===== src/rtl/serial_add_sequencer_pkg.sv =====
//==============================================================================
//  Module   : serial_add_pkg
//  Purpose  : Shared state encoding and default width for the bit-serial
//             adder sequencer and its full-adder slice.
//  Revision : 1.0 - initial release
//==============================================================================
`default_nettype none

package serial_add_pkg;

    // Default operand/sum width of the serial adder.
    localparam int DEFAULT_WIDTH = 64;

    // Sequencer state encoding.
    localparam logic [1:0] ST_IDLE = 2'd0;
    localparam logic [1:0] ST_RUN  = 2'd1;
    localparam logic [1:0] ST_DONE = 2'd2;

    typedef enum logic [1:0] {
        S_IDLE = ST_IDLE,
        S_RUN  = ST_RUN,
        S_DONE = ST_DONE
    } state_e;

endpackage : serial_add_pkg

`default_nettype wire


===== src/rtl/serial_add_sequencer_full_adder_bit.sv =====
//==============================================================================
//  Module   : full_adder_bit
//  Purpose  : Combinational 1-bit full adder (sum and majority carry). Holds
//             no state; the carry flop lives in the sequencer.
//  Revision : 1.0 - initial release
//==============================================================================
`default_nettype none

module full_adder_bit (
    input  logic a,
    input  logic b,
    input  logic ci,
    output logic s,
    output logic co
);

    // Sum bit and majority carry of the three inputs.
    always_comb begin
        s  = a ^ b ^ ci;
        co = (a & b) | (a & ci) | (b & ci);
    end

endmodule : full_adder_bit

`default_nettype wire


===== src/rtl/serial_add_sequencer.sv =====
//==============================================================================
//  Module   : serial_add_sequencer
//  Purpose  : Bit-serial adder controller. Adds two WIDTH-bit operands plus a
//             carry-in one bit per clock, LSB first, reusing a single carry
//             flop. Results are exposed through a start/busy/done handshake
//             and held until the next accepted start.
//  Revision : 1.0 - initial release
//==============================================================================
`default_nettype none

module serial_add_sequencer
    import serial_add_pkg::*;
#(
    parameter int WIDTH = DEFAULT_WIDTH,
    parameter int CNT_W = $clog2(WIDTH)
) (
    input  logic             clk,
    input  logic             reset,
    input  logic             start,
    input  logic [WIDTH-1:0] a,
    input  logic [WIDTH-1:0] b,
    input  logic             cin,
    output logic             busy,
    output logic             done,
    output logic [WIDTH-1:0] sum,
    output logic             cout,
    output logic             overflow
);

    // Counter value at which the MSB is being added.
    localparam logic [CNT_W-1:0] C_LAST_BIT = CNT_W'(WIDTH - 1);

    state_e            r_state;
    logic [WIDTH-1:0]  r_a_sr;
    logic [WIDTH-1:0]  r_b_sr;
    logic [WIDTH-1:0]  r_sum_sr;
    logic              r_carry;
    logic [CNT_W-1:0]  r_cnt;

    logic              w_s;
    logic              w_maj;
    logic              w_msb_step;
    logic [WIDTH-1:0]  w_sum_next;

    // The single shared full-adder slice, fed from the operand LSBs.
    full_adder_bit u_full_adder_bit (
        .a  (r_a_sr[0]),
        .b  (r_b_sr[0]),
        .ci (r_carry),
        .s  (w_s),
        .co (w_maj)
    );

    // MSB-step detection and the internal sum shift value for this edge.
    always_comb begin
        w_msb_step = (r_cnt == C_LAST_BIT);
        w_sum_next = {w_s, r_sum_sr[WIDTH-1:1]};
    end

    // Sequencer FSM: operand capture, bit-serial add, result publish.
    always_ff @(posedge clk) begin
        if (reset) begin
            r_state  <= S_IDLE;
            r_a_sr   <= '0;
            r_b_sr   <= '0;
            r_sum_sr <= '0;
            r_carry  <= 1'b0;
            r_cnt    <= '0;
            busy     <= 1'b0;
            done     <= 1'b0;
            sum      <= '0;
            cout     <= 1'b0;
            overflow <= 1'b0;
        end else begin
            case (r_state)
                S_IDLE: begin
                    done <= 1'b0;
                    if (start) begin
                        r_a_sr  <= a;
                        r_b_sr  <= b;
                        r_carry <= cin;
                        r_cnt   <= '0;
                        busy    <= 1'b1;
                        r_state <= S_RUN;
                    end
                end

                S_RUN: begin
                    // One full-add per edge; operands drain toward bit 0
                    // while the sum fills in from the top.
                    r_carry  <= w_maj;
                    r_a_sr   <= {1'b0, r_a_sr[WIDTH-1:1]};
                    r_b_sr   <= {1'b0, r_b_sr[WIDTH-1:1]};
                    r_sum_sr <= w_sum_next;
                    if (w_msb_step) begin
                        // The visible result changes only here, so the
                        // previous answer stays stable throughout RUN.
                        sum      <= w_sum_next;
                        cout     <= w_maj;
                        overflow <= r_carry ^ w_maj;
                        done     <= 1'b1;
                        r_cnt    <= '0;
                        r_state  <= S_DONE;
                    end else begin
                        r_cnt <= r_cnt + CNT_W'(1);
                    end
                end

                S_DONE: begin
                    done    <= 1'b0;
                    busy    <= 1'b0;
                    r_state <= S_IDLE;
                end

                default: begin
                    done    <= 1'b0;
                    busy    <= 1'b0;
                    r_state <= S_IDLE;
                end
            endcase
        end
    end

endmodule : serial_add_sequencer

`default_nettype wire


===== config.mk =====
export PLATFORM = sky130hd
export DESIGN_NAME = serial_add_sequencer
export DESIGN_NICKNAME = d
export VERILOG_FILES = /design/src/rtl/serial_add_sequencer_pkg.sv /design/src/rtl/serial_add_sequencer_full_adder_bit.sv /design/src/rtl/serial_add_sequencer.sv
export SDC_FILE = /design/constraint.sdc
export NUM_CORES = 1
export LEC_CHECK = 0
export ABC_AREA = 1
export BUFFER_PORTS_ARGS = -buffer_cell sky130_fd_sc_hd__buf_4
export CAP_MARGIN = 20
export CORE_MARGIN = 5
export CORE_UTILIZATION = 50
export CTS_CLUSTER_DIAMETER = 60
export CTS_CLUSTER_SIZE = 30
export DETAILED_ROUTE_END_ITERATION = 16
export GPL_TIMING_DRIVEN = 0
export PLACE_DENSITY_LB_ADDON = 0.08
export SYNTH_ARGS = -nofsm -noshare
export SYNTH_HDL_FRONTEND = slang
export SYNTH_SLANG_ARGS = --single-unit
export TNS_END_PERCENT = 1

===== constraint.sdc =====
create_clock -name clk -period 2 [get_ports clk]
set_input_delay 0.3 -clock clk [delete_from_list [all_inputs] [get_ports clk]]
set_output_delay 0.3 -clock clk [all_outputs]
set_load 0.03 [all_outputs]

Word-level counts from Yosys, hierarchy flattened --
Cells that the tools add are included. W data, S select, Z words.
Storage, ports and cells: flip-flop bits (word level) 269, bits in latches 0, RAM bits 0, bits in read-only memories 0, output and inout port bits 68, word-level logic and storage cells 46, memories kept 0
Cells by class: add/sub/neg operators 1, $mul 0, div/mod/pow operators 0, magnitude comparators 0, equality and inequality tests 4, shift operators 0, mux-type cells 14, bitwise operators 9, reduce and logical (&&, ||, !) cells 7
Operators with widths (count):
- $pmux W64 S2 | 2
- $mux W64 | 2
- $mux W6 | 2
- $pmux W6 S2 | 1
- $reduce_and A2 Y1 | 4
- $add A6 B1 Y6 const B | 1
- $eq A6 B6 Y1 const B | 1
- $mux W2 | 2
- $ne A2 B2 Y1 const B | 2
- $pmux W1 S2 | 2
- $pmux W2 S2 | 1
- $and A1 B1 Y1 | 3
- $xor A1 B1 Y1 | 3
- $eq A2 B1 Y1 const B | 1
- $logic_not A2 Y1 | 1
- $mux W1 | 2
- $or A1 B1 Y1 | 2
- $reduce_bool A2 Y1 | 1
- $reduce_or A2 Y1 | 1
- $not A1 Y1 | 1

Logic depth before layout (Yosys ltp) --
Gate-level depths: netlist of run 1.
depth in word-level cells 4, depth in mapped cells 8, gate-level depth less buffers 7

Modules after synthesis --
From an unflattened synthesis of run 1, not the netlist that was laid out.
Unflattened totals: cell total of the unflattened synthesis 1461, area, all modules 10697.8 µm²
By module, submodules not included:
- serial_add_sequencer | instances 1, cells each 1460, area an instance 10677.7 µm²
- full_adder_bit | instances 1, cells each 1, area an instance 20.0 µm²

Worst setup path after synthesis of run 1 --
OpenSTA, ideal clock, no wires.
kind register -> register, from reg r_cnt[0], to reg sum[10], setup time 132 ps, data arrival time 1291 ps, data required time 1868 ps, slack 577 ps, stages on the path, launching flop included 9, buffers on the path 2, cells stage by stage dfxtp_1 -> ha_1 -> nand3_2 -> nor2_4 -> nand2_4 -> buf_4 -> buf_2 -> nand2_1 -> a21oi_1
On the way: longest elaborated chain between the ends 2
Ends and longest elaborated chain:
- from (decl) | line serial_add_sequencer.sv:38 | logic [CNT_W-1:0] r_cnt;
- from (signal assigned) | line serial_add_sequencer.sv:105 | r_cnt <= r_cnt + CNT_W'(1);
- $eq A6 B6 Y1 | line serial_add_sequencer.sv:56 | w_msb_step = (r_cnt == C_LAST_BIT);
- $reduce_and A2 Y1 (no source line)
- to (signal assigned) | line serial_add_sequencer.sv:98 | sum <= w_sum_next;
- to (decl) | line serial_add_sequencer.sv:25 | output logic [WIDTH-1:0] sum,
No other way between the ends. A chain may end at the register's enable or synchronous reset.

Worst setup path in the final report of run 1 --
from reg r_state[0], to reg r_b_sr[27]
On the way: longest elaborated chain between the ends 3, elaborated cells on any way between the ends 6
Ends and longest elaborated chain:
- from (decl) | line serial_add_sequencer.sv:33 | state_e r_state;
- from (signal assigned) | line serial_add_sequencer.sv:63 | r_state <= S_IDLE;
- from (signal assigned) | line serial_add_sequencer.sv:84 | r_state <= S_RUN;
- from (signal assigned) | line serial_add_sequencer.sv:103 | r_state <= S_DONE;
- $eq A2 B1 Y1 / $logic_not A2 Y1 (equally long branches) | line serial_add_sequencer.sv:75 | case (r_state)
- $reduce_bool A2 Y1 (no source line) / $ne A2 B2 Y1 (equally long branches)
- $reduce_and A2 Y1 (no source line)
- to (signal assigned) | line serial_add_sequencer.sv:93 | r_b_sr <= {1'b0, r_b_sr[WIDTH-1:1]};
- to (decl) | line serial_add_sequencer.sv:35 | logic [WIDTH-1:0] r_b_sr;
Parallel ways exist; a longest one is shown, timed or not.

==> metrics.txt, run 1 <==
# TYPE chip_impl_metric gauge
chip_impl_info{name="status",value="completed"} 1
chip_impl_metric{name="cap_violations",unit=""} 0
chip_impl_metric{name="dpl-instance-area",unit="um2"} 12530
chip_impl_info{name="setup.worst_path.start_class",value="flop"} 1
chip_impl_metric{name="clkPwrFrac",unit="%"} 34.7
chip_impl_metric{name="final_period_minus_worst_setup_slack",unit="ps"} 1711
chip_impl_metric{name="period_share",unit="%"} 85.53
chip_impl_metric{name="total_of_endpoints_with_negative_setup_slack_in_the_final_report",unit=""} 0
chip_impl_metric{name="setup_slack",unit="ps"} 289.4
chip_impl_metric{name="chipWidth",unit="um"} 156.3
chip_impl_metric{name="slew_headroom",unit="%"} 63.33
chip_impl_metric{name="grt_start_max_net_pins",unit=""} 28
chip_impl_metric{name="layout.core_utilization",unit="%"} 62.46
chip_impl_metric{name="viasPerCell",unit=""} 5.027
chip_impl_info{name="critical-path-slowest-cell",value="o21ai_2"} 1
chip_impl_info{name="crit_chain",value="o21ai_2, buf_4, buf_4, buf_2, a21oi_1"} 1
chip_impl_metric{name="cts.hold.buffers_added",unit=""} 0
chip_impl_metric{name="syn_area_per_cell",unit="um2"} 7.326
chip_impl_metric{name="setup_tns",unit="ps"} 0
chip_impl_info{name="critPathMostFrequentCell",value="buf_4"} 1
chip_impl_metric{name="route.vias.total",unit=""} 9868
chip_impl_metric{name="first_global_vias",unit=""} 9015
chip_impl_metric{name="drtIter0Drc",unit=""} 503
chip_impl_metric{name="hold_viol",unit=""} 0
chip_impl_metric{name="synth_seq_area_share",unit="%"} 50.16
chip_impl_metric{name="worst-endpoint-required",unit="ps"} 2370
chip_impl_metric{name="initial_utilization",unit="%"} 50.88
chip_impl_metric{name="cts_inserted_buffers",unit=""} 17
chip_impl_metric{name="grt_overflow_total",unit=""} 0
chip_impl_metric{name="final_net_count",unit=""} 1812
chip_impl_metric{name="clk_path_buf_depth",unit=""} 3
chip_impl_metric{name="p_per_area",unit="nW/um2"} 848.2
chip_impl_metric{name="path_max_fanout",unit=""} 10
chip_impl_metric{name="drv_slew",unit=""} 0
chip_impl_info{name="critPathKind",value="flop to flop"} 1
chip_impl_metric{name="clk_latency",unit="ps"} 490
chip_impl_metric{name="layout-area-overhead-vs-synth",unit="%"} 22.77
chip_impl_metric{name="design_power_total",unit="mW"} 11.14
chip_impl_info{name="ctsRootBufferMaster",value="clkbuf_16"} 1
chip_impl_metric{name="p_leak",unit="nW"} 5.568
chip_impl_metric{name="drt_first_pass_iters",unit=""} 5
chip_impl_metric{name="synthesis.nets",unit=""} 1594
chip_impl_info{name="end_kind",value="flop"} 1
chip_impl_metric{name="ios",unit=""} 200
chip_impl_metric{name="die-area",unit="um2"} 24420
chip_impl_metric{name="power_frac_seq",unit="%"} 52.4
chip_impl_metric{name="timing.clock.skew",unit="ps"} 13.69
chip_impl_metric{name="clkSlewWorstSetupHoldPaths",unit="ps"} 90
chip_impl_metric{name="grt_use_total",unit="%"} 20.86
chip_impl_info{name="grt_setup_unrepaired",value="no"} 1
chip_impl_metric{name="final.fill_count",unit=""} 1991
chip_impl_metric{name="detail_route.wl_per_cell",unit="um"} 13.65
chip_impl_metric{name="antenna_cells",unit=""} 0
chip_impl_metric{name="synth_seq_cells",unit=""} 268
chip_impl_metric{name="finalInstanceArea",unit="um2"} 13130
chip_impl_metric{name="placementRows",unit=""} 53
chip_impl_metric{name="postRouteAntennaNets",unit=""} 0
chip_impl_metric{name="grt_pass1_wl",unit="um"} 43100
chip_impl_metric{name="synth_instances",unit=""} 1460
chip_impl_metric{name="route.detailed.drc",unit=""} 0
chip_impl_metric{name="measured_slew_at_the_worst_slew_check_pin",unit="ps"} 550.1
chip_impl_metric{name="h-tree-depth",unit=""} 1
chip_impl_metric{name="final_layout_size_suffix_gt1_share",unit="%"} 17.36
chip_impl_metric{name="cts_setup_buffers",unit=""} 0
chip_impl_metric{name="comb_power_share",unit="%"} 13.0
chip_impl_info{name="tritoncts",value="yes"} 1
chip_impl_metric{name="max_stage_delay",unit="ps"} 390
chip_impl_metric{name="ys_types",unit=""} 28
chip_impl_metric{name="port_buffers",unit=""} 199
chip_impl_metric{name="sinks_on_the_clock_net",unit=""} 268
chip_impl_metric{name="place.gp.congestion",unit=""} 0.8256
chip_impl_metric{name="power.net_switching",unit="mW"} 3.020
chip_impl_metric{name="post-dp-hpwl",unit="um"} 19250
chip_impl_metric{name="dpl_worst_slack",unit="ps"} 232.9
chip_impl_metric{name="drt-total-wl",unit="um"} 26790
chip_impl_metric{name="worstPathArrival",unit="ps"} 2080
chip_impl_metric{name="vdd.ir_drop.worst",unit="mV"} 0.7417
chip_impl_metric{name="die_height",unit="um"} 156.3
chip_impl_metric{name="fmax",unit="MHz"} 584.6
chip_impl_metric{name="total_of_cells_resized_after_clock_tree_synthesis",unit=""} 0
chip_impl_metric{name="power.internal",unit="mW"} 8.116
chip_impl_metric{name="mappedNetlistArea",unit="um2"} 10700
chip_impl_metric{name="grt_antenna_before_repair",unit=""} 0
chip_impl_metric{name="floorplan.core_area",unit="um2"} 21020
chip_impl_metric{name="switching_share",unit="%"} 27.12
chip_impl_metric{name="yosys_warnings",unit=""} 0
chip_impl_info{name="hold_path_class",value="input pin to flop"} 1
[kinds of logic (layout without fill, tap and decap cells)]
logic type | after synthesis | in the layout | share of synthesized area, %
buf+inv | 247 | 475 | 9.722
fa+ha+maj | 2 | 2 | 0.3042
compound gates | 521 | 521 | 24.51
flops | 268 | 268 | 50.16
simple gates | 420 | 420 | 15.14
xor+xnor | 2 | 2 | 0.1638
[final cells by class]
type                       count  area [um2]  area share (%)
sequential                   268        5365           40.86
multi-input combinational    945        4290           32.68
timing repair buffer         199        1494           11.38
buffer                       112       531.8           4.050
inverter                     135       508.0           3.869
clock buffer                  18       439.2           3.345
tap                          275       344.1           2.621
clock inverter                11       157.7           1.201
[critical path, delay by kind of cell, from the launching register on]
family	cells	cell delay (ps)
buf+inv	3	730
flops	1	360
compound gates	2	490
[final timing paths]
path / start / end / slack (ps) / cells after the start
max: r_state[0] / r_b_sr[27] / 290 / 5
min: a[63] / r_a_sr[63] / 90 / 3
max reg2reg: r_state[0] / r_b_sr[27] / 290 / 5
min reg2reg: r_a_sr[59] / r_a_sr[59] / 450 / 2
[layout by cell type, fill, tap and decap left out, types with 2 or more instances in the layout]
master,count
a21oi_1,198
buf_2,35
buf_4,211
buf_6,2
clkbuf_1,57
clkbuf_16,17
clkbuf_2,6
clkinv_8,3
dfxtp_1,268
inv_1,131
inv_2,3
inv_6,3
nand2_1,272
nand2_4,2
nand3_1,8
nor2_1,134
o21ai_0,299
o21ai_1,20
[layer usage]
layer	share of wire, %	global-route usage [%]	vias up	wire length [um]
met5	0	0	-	0
met4	1.8	4.545	0	492
met3	6.9	3.789	34	1839
met2	46	34.87	235	12340
met1	45	28.37	4446	12120
li1	-	-	5153	-
[power by group through the flow]
stage	Sequential (mW)	Clock (mW)	Combinational, mW
after global placement	5.95	0	1.41
final	5.83	3.86	1.44
after detailed placement	5.96	0	1.44
after floorplan	5.92	0	0.950
after global routing	5.87	4.18	1.66
after CTS	5.83	3.96	1.45
[metrics by stage]
step           cells  hold slack (ps)
2_1_floorplan   1460            421.6
3_5_place_dp    1934            436.7
6_report        1963            89.41
3_3_place_gp    1934            432.2
4_1_cts         1963            72.67
5_1_grt         1963            96.37
[flip-flops by register name (all words and copies together) (netlist names)]
name / flops
overflow: 1
r_carry: 1
r_sum_sr: 63
cout: 1
done: 1
r_b_sr: 64
r_a_sr: 64
r_state: 2
sum: 64
busy: 1
r_cnt: 6
[synthesized netlist by cell type (all sizes together)]
cell | number | area share [%]
a21oi | 198 | 9.3
a22oi | 1 | 0.070
buf | 49 | 2.7
clkbuf | 63 | 2.3
clkinv | 1 | 0.047
dfxtp | 268 | 50
fa | 1 | 0.19
ha | 1 | 0.12
inv | 134 | 4.7
nand2 | 274 | 9.8
nand3 | 9 | 0.47
nor2 | 136 | 4.9
nor3 | 1 | 0.047
o211a | 1 | 0.094
o21ai | 320 | 15
o21bai | 1 | 0.070
xnor2 | 1 | 0.082
xor2 | 1 | 0.082
Note: power is estimated with default switching activity, not from simulation.
==> run 2, diff against run 1 <==
CORE_ASPECT_RATIO = 1.5   (was default)
clock period = 1.45 ns   (was 2 ns; I/O delays follow)
==> run 2 against run 1 <==
Fmax increased by 20%. First-iteration DRC count is 2.4% higher. Global-route usage rose by 1.2 points. Utilization up 1.0 points. Critical endpoint is now sum[18]. Setup slack got worse by 270 ps. Count of clock-buffer cells in the layout is 1 lower. Clock skew grew 5.4 ps. Cell area grew 1.9%. Power increased by 35%. Critical path depth is 3 higher. Worst hold slack got worse by 69 ps.
==> metrics.txt, run 2 (same netlist as run 1, synthesis figures left out) <==
# TYPE chip_impl_metric gauge
chip_impl_metric{name="met2_wirelength",unit="um"} 14030
chip_impl_metric{name="final_period_minus_worst_setup_slack",unit="ps"} 1429
chip_impl_metric{name="initial_utilization",unit="%"} 50.78
chip_impl_info{name="reg2reg_end",value="sum[18]"} 1
chip_impl_metric{name="final_layout_size_suffix_gt1_share",unit="%"} 19.86
chip_impl_info{name="hold_path_class",value="input pin to flop"} 1
chip_impl_info{name="highest_count_cells_in_the_layout_ignoring_fill_and_taps",value="nand2_1, dfxtp_1, o21ai_0, buf_4, a21oi_1"} 1
chip_impl_metric{name="worst_hold_path.num_cells",unit=""} 3
chip_impl_info{name="mostFrequentLayoutCell",value="nand2_1"} 1
chip_impl_metric{name="clkSlewWorstSetupHoldPaths",unit="ps"} 110
chip_impl_metric{name="layout-area-overhead-vs-synth",unit="%"} 25.05
chip_impl_info{name="setup.worst_path.start_class",value="flop"} 1
chip_impl_metric{name="final_net_count",unit=""} 1815
chip_impl_info{name="end_kind",value="flop"} 1
chip_impl_info{name="critPathMostFrequentCell",value="buf_8"} 1
chip_impl_metric{name="ios",unit=""} 200
chip_impl_metric{name="detail_route.wl_per_cell",unit="um"} 14.12
chip_impl_metric{name="period_share",unit="%"} 98.55
chip_impl_metric{name="clk_path_buf_depth",unit=""} 3
chip_impl_metric{name="timing.critical_path.buf_inv",unit=""} 2
chip_impl_info{name="status",value="completed"} 1
chip_impl_metric{name="cts_inserted_buffers",unit=""} 14
chip_impl_metric{name="worstPathArrival",unit="ps"} 1790
chip_impl_metric{name="grt_antenna_before_repair",unit=""} 0
chip_impl_info{name="critical-path-slowest-cell",value="dfxtp_2"} 1
chip_impl_metric{name="viasPerCell",unit=""} 5.080
chip_impl_metric{name="final.hold.worst_slack",unit="ps"} 20.04
chip_impl_metric{name="port_buffers",unit=""} 199
chip_impl_metric{name="drtIter0Drc",unit=""} 515
chip_impl_metric{name="max_stage_delay",unit="ps"} 370
chip_impl_metric{name="grt_pass1_wl",unit="um"} 45430
chip_impl_metric{name="detail_route.wirelength.met1",unit="um"} 11520
chip_impl_metric{name="die_height",unit="um"} 189.1
chip_impl_metric{name="die-area",unit="um2"} 24480
chip_impl_metric{name="antenna_cells",unit=""} 0
chip_impl_metric{name="worst_r2r_path_depth",unit=""} 8
chip_impl_info{name="biggestRegsByFlops",value="r_a_sr x64, r_b_sr x64, sum x64"} 1
chip_impl_metric{name="grt_use_total",unit="%"} 22.03
chip_impl_metric{name="floorplan.core_area",unit="um2"} 21060
chip_impl_metric{name="grt_overflow_total",unit=""} 0
chip_impl_metric{name="route.detailed.drc",unit=""} 0
chip_impl_info{name="grt_setup_unrepaired",value="yes"} 1
chip_impl_info{name="worst_hold_path.endpoint",value="r_a_sr[63]"} 1
chip_impl_metric{name="first_global_vias",unit=""} 9679
chip_impl_metric{name="grt_start_max_net_pins",unit=""} 31
chip_impl_metric{name="met3WireLength",unit="um"} 1458
chip_impl_info{name="tritoncts",value="yes"} 1
chip_impl_info{name="crit_chain",value="ha_4, nand3_4, nor2_4, nand2_4, buf_8, buf_8, nand2_2, a21oi_2"} 1
chip_impl_metric{name="cap_violations",unit=""} 0
chip_impl_metric{name="chipWidth",unit="um"} 129.4
chip_impl_metric{name="placementRows",unit=""} 65
chip_impl_metric{name="hold_viol",unit=""} 0
chip_impl_metric{name="final.fill_count",unit=""} 2006
chip_impl_metric{name="p_per_area",unit="nW/um2"} 1121
chip_impl_info{name="ctsRootBufferMaster",value="clkbuf_16"} 1
chip_impl_info{name="timing.critical_path.max_delay_family",value="simple AND/OR/NAND/NOR gates"} 1
chip_impl_metric{name="drt_first_pass_iters",unit=""} 5
chip_impl_metric{name="total_of_endpoints_with_negative_setup_slack_in_the_final_report",unit=""} 0
chip_impl_metric{name="h-tree-depth",unit=""} 1
chip_impl_metric{name="layout.core_utilization",unit="%"} 63.49
chip_impl_metric{name="place.gp.congestion",unit=""} 0.8126
chip_impl_metric{name="vdd.ir_drop.worst",unit="mV"} 1.267
chip_impl_info{name="route.top_layer_used",value="met4"} 1
chip_impl_metric{name="measured_slew_at_the_worst_slew_check_pin",unit="ps"} 673.7
chip_impl_metric{name="timing.clock.skew",unit="ps"} 19.12
chip_impl_metric{name="path_max_fanout",unit=""} 10
chip_impl_metric{name="p_leak",unit="nW"} 5.658
chip_impl_metric{name="sinks_on_the_clock_net",unit=""} 268
chip_impl_info{name="critPathKind",value="flop to flop"} 1
chip_impl_metric{name="slew_headroom",unit="%"} 55.09
chip_impl_metric{name="fmax",unit="MHz"} 699.8
chip_impl_metric{name="clk_latency",unit="ps"} 490
chip_impl_info{name="timing.rr.start",value="r_cnt[0]"} 1
chip_impl_metric{name="worst-endpoint-required",unit="ps"} 1810
chip_impl_metric{name="postRouteAntennaNets",unit=""} 0
chip_impl_metric{name="regToRegSetupSlack",unit="ps"} 20
chip_impl_metric{name="drv_slew",unit=""} 0
chip_impl_metric{name="route.vias.total",unit=""} 9932
chip_impl_metric{name="drt-total-wl",unit="um"} 27600
chip_impl_info{name="hold_path.startpoint",value="a[63]"} 1
chip_impl_metric{name="post-dp-hpwl",unit="um"} 20340
==> run 2: cell count changes in the layout (fill, tap and decap cells not counted), sizes merged <==
cell	previous run	this run
buf	248	266
clkbuf	81	67
clkinv	5	1
clkinvlp	1	0
dlygate4sd3	0	1
inv	139	138
==> run 2: report_power, final <==
part	total, mW	leakage, nW	internal, mW	switching, mW
clock	4.81	0.242	2.28	2.54
combinational	2.12	3.21	0.879	1.24
sequential	8.05	2.21	7.85	0.197
total	15.0	5.66	11.0	3.98
==> run 2: worst max path at each step <==
stage,from,end,slack (ps),cells after the start
after floorplan,r_cnt[0],sum[10],30,8
after global placement,r_cnt[0],sum[12],-220,8
after detailed placement,r_cnt[0],sum[1],-230,8
after CTS,r_cnt[1],sum[48],-30,8
after global routing,r_state[1],r_a_sr[23],-70,7
final,r_cnt[0],sum[18],20,8
==> run 2: stage by stage <==
step	setup WS [ps]	power [mW]	instances	area [um2]	TNS [ps]
floorplan	26.51	9.481	1460	10700	0
global placement	-217.2	10.17	1927	12520	-33730
detailed placement	-231.6	10.22	1927	12520	-34410
CTS	-30.73	15.08	1953	13210	-367.0
global route	-71.07	15.76	1955	13370	-3756
finish	20.98	14.99	1955	13370	0
==> run 2: worst min-delay path, stage by stage <==
cell     delay, ps
buf_4          110
nand3_1         80
a21oi_1         60
==> run 2: final cells by class <==
type,count,area [um2],share of cell area (%)
Buffer,111,718.2,5.370
Sequential cell,268,5370,40.15
Timing Repair Buffer,206,1553,11.61
Tap cell,268,335.3,2.507
Inverter,135,519.2,3.882
Clock inverter,5,91.34,0.6829
Clock buffer,17,402.9,3.012
Multi-Input combinational cell,945,4384,32.78
==> run 2: what timing repair did <==
| action | 4_1_cts | 5_1_grt |
|---|---|---|
| pin swaps | 4 | 3 |
| endpoints found under the setup margin | 253 | 251 |
| buffers inserted | 4 | 2 |
| gates resized for setup | 56 | 125 |
| endpoints found under the hold margin | 1 | 0 |
| hold buffers | 1 | 0 |
==> run 2: per-layer routing <==
| metal | vias to the layer above | global-route usage [%] |
|---|---|---|
| li1 | 5154 | - |
| met5 | - | 0 |
| met3 | 38 | 3.331 |
| met4 | 0 | 5.360 |
| met1 | 4531 | 26.22 |
| met2 | 209 | 40.99 |
==> run 3, diff against run 2 <==
SETUP_SLACK_MARGIN = 0.1   (was default)
==> run 3 against run 2 <==
The flow now finishes with violations (negative setup slack). Sequential cell count unchanged. Register-to-register slack got worse by 80 ps. Sequential power about the same. Utilization increased by 0.59 points. First-iteration DRC count decreased by 5.6%. Power decreased by 0.34%. Setup slack got worse by 78 ps. Fmax decreased by 5.2%. Largest power group unchanged. Clock power decreased by 3%. Wire length decreased by 0.54%. Sequential share of layout area decreased by 0.32 points. Highest routed layer unchanged. Cell area increased by 0.94%.
==> metrics.txt, run 3 (same netlist as run 1, synthesis figures left out) <==
# TYPE chip_impl_metric gauge
chip_impl_metric{name="viasPerCell",unit=""} 5.072
chip_impl_metric{name="layout-area-overhead-vs-synth",unit="%"} 26.22
chip_impl_metric{name="final.hold.worst_slack",unit="ps"} 11.50
chip_impl_metric{name="worst_r2r_path_depth",unit=""} 8
chip_impl_metric{name="sinks_on_the_clock_net",unit=""} 268
chip_impl_metric{name="grt_antenna_before_repair",unit=""} 0
chip_impl_metric{name="floorplan.core_area",unit="um2"} 21060
chip_impl_metric{name="drv_slew",unit=""} 0
chip_impl_metric{name="placementRows",unit=""} 65
chip_impl_metric{name="drtIter0Drc",unit=""} 486
chip_impl_metric{name="timing.clock.skew",unit="ps"} 19.27
chip_impl_metric{name="initial_utilization",unit="%"} 50.78
chip_impl_info{name="timing.rr.start",value="r_cnt[0]"} 1
chip_impl_info{name="highest_count_cells_in_the_layout_ignoring_fill_and_taps",value="nand2_1, dfxtp_1, buf_4, o21ai_0, a21oi_1"} 1
chip_impl_metric{name="h-tree-depth",unit=""} 1
chip_impl_info{name="hold_path_class",value="input pin to flop"} 1
chip_impl_metric{name="drt_first_pass_iters",unit=""} 5
chip_impl_metric{name="ios",unit=""} 200
chip_impl_metric{name="vdd.ir_drop.worst",unit="mV"} 1.276
chip_impl_metric{name="postRouteAntennaNets",unit=""} 0
chip_impl_metric{name="grt_pass1_wl",unit="um"} 44870
chip_impl_info{name="setup.worst_path.start_class",value="flop"} 1
chip_impl_metric{name="detail_route.wl_per_cell",unit="um"} 14.01
chip_impl_metric{name="final_period_minus_worst_setup_slack",unit="ps"} 1507
chip_impl_metric{name="total_of_endpoints_with_negative_setup_slack_in_the_final_report",unit=""} 39
chip_impl_metric{name="path_max_fanout",unit=""} 6
chip_impl_info{name="ctsRootBufferMaster",value="clkbuf_16"} 1
chip_impl_metric{name="p_leak",unit="nW"} 5.714
chip_impl_metric{name="place.gp.congestion",unit=""} 0.8135
chip_impl_metric{name="cts_inserted_buffers",unit=""} 14
chip_impl_metric{name="post-dp-hpwl",unit="um"} 20250
chip_impl_metric{name="die-area",unit="um2"} 24480
chip_impl_metric{name="regToRegSetupSlack",unit="ps"} -60
chip_impl_metric{name="clk_latency",unit="ps"} 500
chip_impl_info{name="status",value="finished with violations"} 1
chip_impl_metric{name="antenna_cells",unit=""} 0
chip_impl_metric{name="drt-total-wl",unit="um"} 27450
chip_impl_metric{name="measured_slew_at_the_worst_slew_check_pin",unit="ps"} 633.8
chip_impl_metric{name="period_share",unit="%"} 103.9
chip_impl_metric{name="grt_use_total",unit="%"} 21.82
chip_impl_metric{name="clkSlewWorstSetupHoldPaths",unit="ps"} 110
chip_impl_metric{name="first_global_vias",unit=""} 9520
chip_impl_info{name="grt_setup_unrepaired",value="yes"} 1
chip_impl_metric{name="setup_slack",unit="ps"} -56.81
chip_impl_info{name="beginning_of_the_critical_path",value="r_cnt[0]"} 1
chip_impl_metric{name="final_net_count",unit=""} 1819
chip_impl_metric{name="slew_headroom",unit="%"} 57.75
chip_impl_info{name="violated_checks",value="negative setup slack"} 1
chip_impl_metric{name="finalNonFillerCells",unit=""} 1960
chip_impl_metric{name="layout.core_utilization",unit="%"} 64.09
chip_impl_metric{name="route.detailed.drc",unit=""} 0
chip_impl_metric{name="chipWidth",unit="um"} 129.4
chip_impl_metric{name="worstPathArrival",unit="ps"} 1870
chip_impl_info{name="tritoncts",value="yes"} 1
chip_impl_metric{name="port_buffers",unit=""} 199
chip_impl_metric{name="grt_overflow_total",unit=""} 0
chip_impl_metric{name="fmax",unit="MHz"} 663.7
chip_impl_metric{name="hold_viol",unit=""} 0
chip_impl_metric{name="final_layout_size_suffix_gt1_share",unit="%"} 20.04
chip_impl_metric{name="design_power_total",unit="mW"} 14.94
chip_impl_info{name="biggestRegsByFlops",value="r_a_sr x64, r_b_sr x64, sum x64"} 1
chip_impl_metric{name="clk_path_buf_depth",unit=""} 3
chip_impl_info{name="endpoint",value="sum[13]"} 1
chip_impl_metric{name="route.vias.total",unit=""} 9941
chip_impl_info{name="reg2reg_end",value="sum[13]"} 1
chip_impl_info{name="mostFrequentLayoutCell",value="nand2_1"} 1
chip_impl_metric{name="grt_start_max_net_pins",unit=""} 31
chip_impl_metric{name="worst-endpoint-required",unit="ps"} 1820
chip_impl_metric{name="die_height",unit="um"} 189.1
chip_impl_metric{name="place_inst",unit=""} 1927
chip_impl_info{name="end_kind",value="flop"} 1
chip_impl_info{name="critPathKind",value="flop to flop"} 1
chip_impl_metric{name="setup_tns",unit="ps"} -1184
chip_impl_metric{name="cap_violations",unit=""} 0
chip_impl_metric{name="p_per_area",unit="nW/um2"} 1107
-- run 3: cell count changes in the layout (fill, tap and decap cells not counted), moves of 6 or more --
cell     before  now
buf_12        0    6
o21ai_1      68  108
o21ai_0     251  203
o21ai_2       0    8
-- run 3: metrics by stage --
stage / setup WS (ps) / cell area, um2
after floorplan: 109.0 / 10720
after global placement: -182.8 / 12550
after detailed placement: -213.5 / 12550
after CTS: 4.605 / 13260
after global routing: -108.2 / 13500
final: -56.81 / 13500
-- run 3: power breakdown --
part | internal [mW] | switching (mW)
Clock | 2.16 | 2.52
Sequential | 7.85 | 0.200
Combinational | 0.938 | 1.27
Total | 11.0 | 3.98
-- run 3: repair_timing --
item / 4_1_cts / 5_1_grt
hold endpoints to repair: 2 / 0
gates resized for setup: 57 / 188
endpoints found under the setup margin: 264 / 260
hold buffers: 2 / 0
gates cloned: 0 / 1
pin swaps: 3 / 6
buffers inserted: 5 / 2
-- run 3: how the worst min path moves through the flow --
stage / startpoint / endpoint / slack, ps / cells past startpoint
detailed placement: r_b_sr[56] / r_b_sr[56] / 440 / 2
CTS: start / r_state[0] / 3 / 3
global placement: r_b_sr[51] / r_b_sr[51] / 430 / 2
global route: start / r_state[0] / 20 / 3
finish: start / r_state[0] / 10 / 3
floorplan: b[63] / r_b_sr[63] / 380 / 2
-- run 3: routing by layer --
layer  share of wire [%]  track usage, %  vias up
met5                   0               0        -
met4                 2.1           5.320        0
met3                 5.5           4.064       37
met2                  52           40.26      182
met1                  41           25.79     4563
li1                    -               -     5159
-- run 3: layout make-up --
cell class                      count  area [um2]
Fill cell                        1971        7565
Sequential cell                   268        5378
Clock inverter                      8       105.1
Clock buffer                       15       375.4
Tap cell                          268       335.3
Buffer                            112       768.2
Timing Repair Buffer              209        1617
Multi-Input combinational cell    945        4397
Inverter                          135       524.3
-- run 3: worst max-delay path: stages, from the launching register on --
cell and delay (ps):
dfxtp_4 380, ha_4 160, nand3_4 90, nor2_4 180
nand2_4 130, buf_6 170, clkbuf_16 150, nand2_1 50
a21oi_1 60
